--- src/rtl/demux4_1_tdm.sv ---
// demux4_1_tdm: receive side of a 4:1 muxed link.
// A single DATA_LEN-bit beat stream is steered to one of four registered
// channel outputs, either by an explicit channel index (addressed mode) or
// by position within a sync-delimited frame of four beats (TDM mode).
// Each write raises a one-cycle update strobe for its channel. In TDM mode
// a slot-3 write also raises frame_done. A sync arriving mid-frame latches
// a sticky error flag and realigns the frame to slot 0.
module demux4_1_tdm #(
    parameter int DATA_LEN = 2
) (
    input  logic                clk,
    input  logic                rst_n,
    input  logic                mode,
    input  logic [1:0]          ctrl,
    input  logic                in_valid,
    output logic                in_ready,
    input  logic [DATA_LEN-1:0] in_data,
    input  logic                sync,
    input  logic                freeze,
    input  logic                clear_err,
    output logic [DATA_LEN-1:0] out0,
    output logic [DATA_LEN-1:0] out1,
    output logic [DATA_LEN-1:0] out2,
    output logic [DATA_LEN-1:0] out3,
    output logic [3:0]          out_upd,
    output logic                frame_done,
    output logic                sync_err,
    output logic [1:0]          slot
);

    // HUNT: waiting for a sync beat; RUN: locked to the frame.
    typedef enum logic {
        HUNT = 1'b0,
        RUN  = 1'b1
    } state_t;

    state_t state;
    state_t state_nxt;

    // Channel storage, one register per output.
    logic [DATA_LEN-1:0] chan_q [4];

    // Beat accepted at this edge.
    logic       vld_p0;

    // Write decode produced by the output-logic process.
    logic       wr_en;
    logic [1:0] wr_ch;
    logic [1:0] slot_nxt;
    logic       fdone_nxt;
    logic       err_set;

    // Channel index to one-hot update strobe.
    function automatic logic [3:0] ch_onehot(input logic [1:0] ch);
        logic [3:0] oh;
        oh     = 4'b0000;
        oh[ch] = 1'b1;
        return oh;
    endfunction

    // No internal buffering, so readiness is simply the absence of backpressure.
    assign in_ready = ~freeze;
    assign vld_p0   = in_valid & in_ready;

    assign out0 = chan_q[0];
    assign out1 = chan_q[1];
    assign out2 = chan_q[2];
    assign out3 = chan_q[3];

    // State register for the frame-sync FSM.
    always_ff @(posedge clk or negedge rst_n) begin
        if (!rst_n) begin
            state <= HUNT;
        end else begin
            state <= state_nxt;
        end
    end

    // Next-state logic. Addressed mode pins the FSM in HUNT, so re-entering
    // TDM mode always waits for a fresh sync.
    always_comb begin
        state_nxt = state;
        if (!mode) begin
            state_nxt = HUNT;
        end else if (vld_p0 && sync) begin
            state_nxt = RUN;
        end
    end

    // Output logic: which channel to write, where the slot counter goes,
    // and whether this beat closes a frame or reveals a misplaced sync.
    always_comb begin
        wr_en     = 1'b0;
        wr_ch     = 2'd0;
        slot_nxt  = slot;
        fdone_nxt = 1'b0;
        err_set   = 1'b0;
        if (!mode) begin
            slot_nxt = 2'd0;
            if (vld_p0) begin
                wr_en = 1'b1;
                wr_ch = ctrl;
            end
        end else if (vld_p0) begin
            case (state)
                HUNT: begin
                    // Non-sync beats while hunting carry no frame position and are dropped.
                    if (sync) begin
                        wr_en    = 1'b1;
                        wr_ch    = 2'd0;
                        slot_nxt = 2'd1;
                    end
                end
                RUN: begin
                    if (sync) begin
                        // Sync always realigns to ch0; it is an error unless already at slot 0.
                        wr_en    = 1'b1;
                        wr_ch    = 2'd0;
                        slot_nxt = 2'd1;
                        err_set  = (slot != 2'd0);
                    end else begin
                        wr_en     = 1'b1;
                        wr_ch     = slot;
                        slot_nxt  = slot + 2'd1;
                        fdone_nxt = (slot == 2'd3);
                    end
                end
                default: begin
                    wr_en = 1'b0;
                end
            endcase
        end
    end

    // Slot counter; the decode already holds it when no beat is accepted.
    always_ff @(posedge clk or negedge rst_n) begin
        if (!rst_n) begin
            slot <= 2'd0;
        end else begin
            slot <= slot_nxt;
        end
    end

    // Channel registers hold their value until their channel is written again.
    always_ff @(posedge clk or negedge rst_n) begin
        if (!rst_n) begin
            for (int i = 0; i < 4; i++) begin
                chan_q[i] <= '0;
            end
        end else if (wr_en) begin
            chan_q[wr_ch] <= in_data;
        end
    end

    // Single-cycle strobes aligned with the newly written channel value.
    always_ff @(posedge clk or negedge rst_n) begin
        if (!rst_n) begin
            out_upd    <= 4'b0000;
            frame_done <= 1'b0;
        end else begin
            out_upd    <= wr_en ? ch_onehot(wr_ch) : 4'b0000;
            frame_done <= fdone_nxt;
        end
    end

    // Sticky sync error; a new error in the same cycle as a clear takes priority.
    always_ff @(posedge clk or negedge rst_n) begin
        if (!rst_n) begin
            sync_err <= 1'b0;
        end else if (err_set) begin
            sync_err <= 1'b1;
        end else if (clear_err) begin
            sync_err <= 1'b0;
        end
    end

endmodule

--- config.mk ---
export PLATFORM = sky130hd
export DESIGN_NAME = demux4_1_tdm
export DESIGN_NICKNAME = d
export VERILOG_FILES = /design/src/rtl/demux4_1_tdm.sv
export SDC_FILE = /design/constraint.sdc
export NUM_CORES = 1
export LEC_CHECK = 0
export CORE_MARGIN = 2
export CORE_UTILIZATION = 40
export CTS_CLUSTER_DIAMETER = 200
export DETAILED_ROUTE_END_ITERATION = 6
export PLACE_DENSITY = 0.78
export RECOVER_POWER = 100
export SYNTH_ARGS = -nofsm -noshare
export SYNTH_HDL_FRONTEND = slang
export SYNTH_SLANG_ARGS = --single-unit
--- constraint.sdc ---
create_clock -name clk -period 1.8 [get_ports clk]
set_input_delay 0.36 -clock clk [delete_from_list [all_inputs] [get_ports clk]]
set_output_delay 0.36 -clock clk [all_outputs]
set_load 0.01 [all_outputs]
==> reports/qor.txt <==
TritonCTS Buffers = 3
Worst-path clk slew = 0.09 ns
worst path required time = 1.98 ns
vias = 608
run status = finished, final reports clean
share of layout cells above drive strength 1 = 0.223
ys async rst share = 1.00
post-synthesis net count = 74
CTS Hold Bufs = 0
Routed WL = 1.57 mm
antenna viol nets, final = 0
HP Class = flop to flop
largest net degree at the start of global routing = 18
number of buffers added on ports = 27
fin crit share = 0.983
Max-Cap Viols = 0
worst-path cell chain = clkdlybuf4s50_1 -> nand2b_2 -> a211oi_4 -> or3b_4 -> mux2_4
slowest stage cell, crit path = or3b_4
I/O pin count = 28
vias per std cell = 4.75
GRT overflow = 0
largest cells by area after synthesis = dfrtp_1, mux2_1, mux2_4
Yosys top cell area share = 0.555
Core Util, Final = 0.681
most frequent cells in the layout = dfrtp_1, dlygate4sd3_1, buf_4
Worst-Skew Late Latency = 0.28 ns
Total GRT Usage = 0.161
f_max = 0.565 GHz
DRT iter0 DRCs = 8
Largest stage delay, worst path = 0.43 ns
Bufs on Longest Clock Path = 2
most common cell after layout, fill and taps aside = dfrtp_1
Slew HR = 0.439
setup bufs post-CTS = 0
Main synth FF type = dfrtp_1
Seq/Total Area, Yosys = 0.555
Die H = 47.8 um
worst slew pin tran = 0.842 ns
synth unique cells = 23
#FFs+latches synth = 17
VDD IR-drop max = 0.608 mV
first-pass GRT wire length = 2.39 mm
Lkg Pwr = 0.600 nW
Synth Area per Inst = 12.6 sq um
Bufs and invs on worst path = 1
Initial Util = 0.435
min Tclk post-route = 1.77 ns
DRC Markers = 0
Layout Area Growth over Synthesis = 56.6%
Placer Congestion = 0.828
Clock Sinks = 17
Ant. Diodes = 0
Layout Skew = 0.00133 ns
critical path peak fanout = 3
power per standard cell area = 709 nW/um^2
RSZ-0062 raised after global routing = no
kind of critical path = input pin to flop
CP top delay family = simple AND/OR/NAND/NOR gates
# setup viols final = 0
initial antenna violation count = 0
drt pass-1 iters = 4
Layout Nets = 117
Die X = 47.8 um
placed insts = 124
Area after DPL = 1150 sq um
HPWL Detailed = 1.18 mm
FP Rows = 15
Finished Layout Cells = 128
Slew Limit Fails = 0
number of synthesized flops with an enable pin = 0
H-tree Lvls = 1
Worst Setup Start Kind = input pin
post-synth top area cell = dfrtp_1
Synth Instances = 61
Worst Setup End Kind = flop
Die ar. = 2280 sq um
CTS tree = yes
Yosys Warn Count = 0
crit path DAT = 1.95 ns
Core Area = 1760 sq um
design area = 1200 sq um
final count of hold timing violations = 0
clock root cell = clkbuf_4
vias in the first global route = 551
Synth Cell Area = 767 sq um
DR WL/cell = 12.3 um
kinds of logic (layout without fill, tap and decap cells):
| group | after synthesis | after routing | synth area share |
|---|---|---|---|
| muxes | 8 | 8 | 0.127 |
| adders and majority gates | 2 | 2 | 0.0326 |
| and+or+nand+nor | 18 | 18 | 0.158 |
| AOI/OAI and AO/OA | 9 | 9 | 0.0914 |
| DFF | 17 | 17 | 0.555 |
| buffers and inverters | 7 | 49 | 0.0359 |
flip-flops by register name, summed over array words and instances, names as in the netlist:
| signal | count |
|---|---|
| out_upd | 4 |
| out3 | 2 |
| sync_err | 1 |
| slot | 2 |
| out2 | 2 |
| out0 | 2 |
| out1 | 2 |
| state | 1 |
| frame_done | 1 |
cell usage after synthesis (all sizes together) (2+ instances only):
cell type	instances
nor2	3
o21ai	3
mux2	8
inv	6
ha	2
nor2b	4
nand2	4
nand3	2
dfrtp	17
final cells by class:
class                           instances  area [sq um]
Tap cell                               25          31.3
Sequential cell                        17           425
Multi-Input combinational cell         37           343
Clock buffer                            4          26.3
Inverter                                6          22.5
Timing Repair Buffer                   39           353
Fill cell                             144           563
final timing paths:
path,slack [ns],end,from,depth (start not counted)
setup / recovery,0.03,out3[1],freeze,5
hold / removal,0.49,out0[1],out0[1],1
setup reg to reg,0.06,out3[1],state,4
hold reg to reg,0.49,out0[1],out0[1],1
max in group asynchronous,0.61,out_upd[1],rst_n,2
min in group asynchronous,0.68,slot[0],rst_n,2
worst register-to-register path: stages, from the launching register on:
cell and delay (ns):
dfrtp_1 0.46, nor2b_1 0.25, a31oi_2 0.17, or3b_4 0.45, mux2_4 0.30
per-stage QoR:
| step | hold WS (ns) | setup TNS (ns) | setup slack, ns | total power, mW |
|---|---|---|---|---|
| 2_1_floorplan | 0.0644 | 0 | 0.0828 | 0.528 |
| 3_3_place_gp | 0.470 | -2.17 | -0.322 | 0.669 |
| 3_5_place_dp | 0.479 | -2.42 | -0.345 | 0.678 |
| 4_1_cts | 0.384 | 0 | 0.00807 | 0.874 |
| 5_1_grt | 0.514 | 0 | 0.00714 | 0.903 |
| 6_report | 0.489 | 0 | 0.0304 | 0.852 |
routing by layer:
metal,wire (um),track usage,up-vias
met2,826,0.243,21
met4,34,0.108,0
li1,-,-,293
met1,646,0.200,290
met3,64,0.0453,4
met5,0,0,-
power by group:
part	internal [mW]	total (mW)	switching, mW
logic	0.122	0.211	0.0890
registers	0.423	0.442	0.0194
clock network	0.0861	0.199	0.113
total	0.631	0.852	0.221
timing repair:
action	CTS	global route
resized for setup	2	6
setup endpoints to repair	3	6
pin swaps	0	0
No activity file was read; power rests on OpenSTA's default activity.
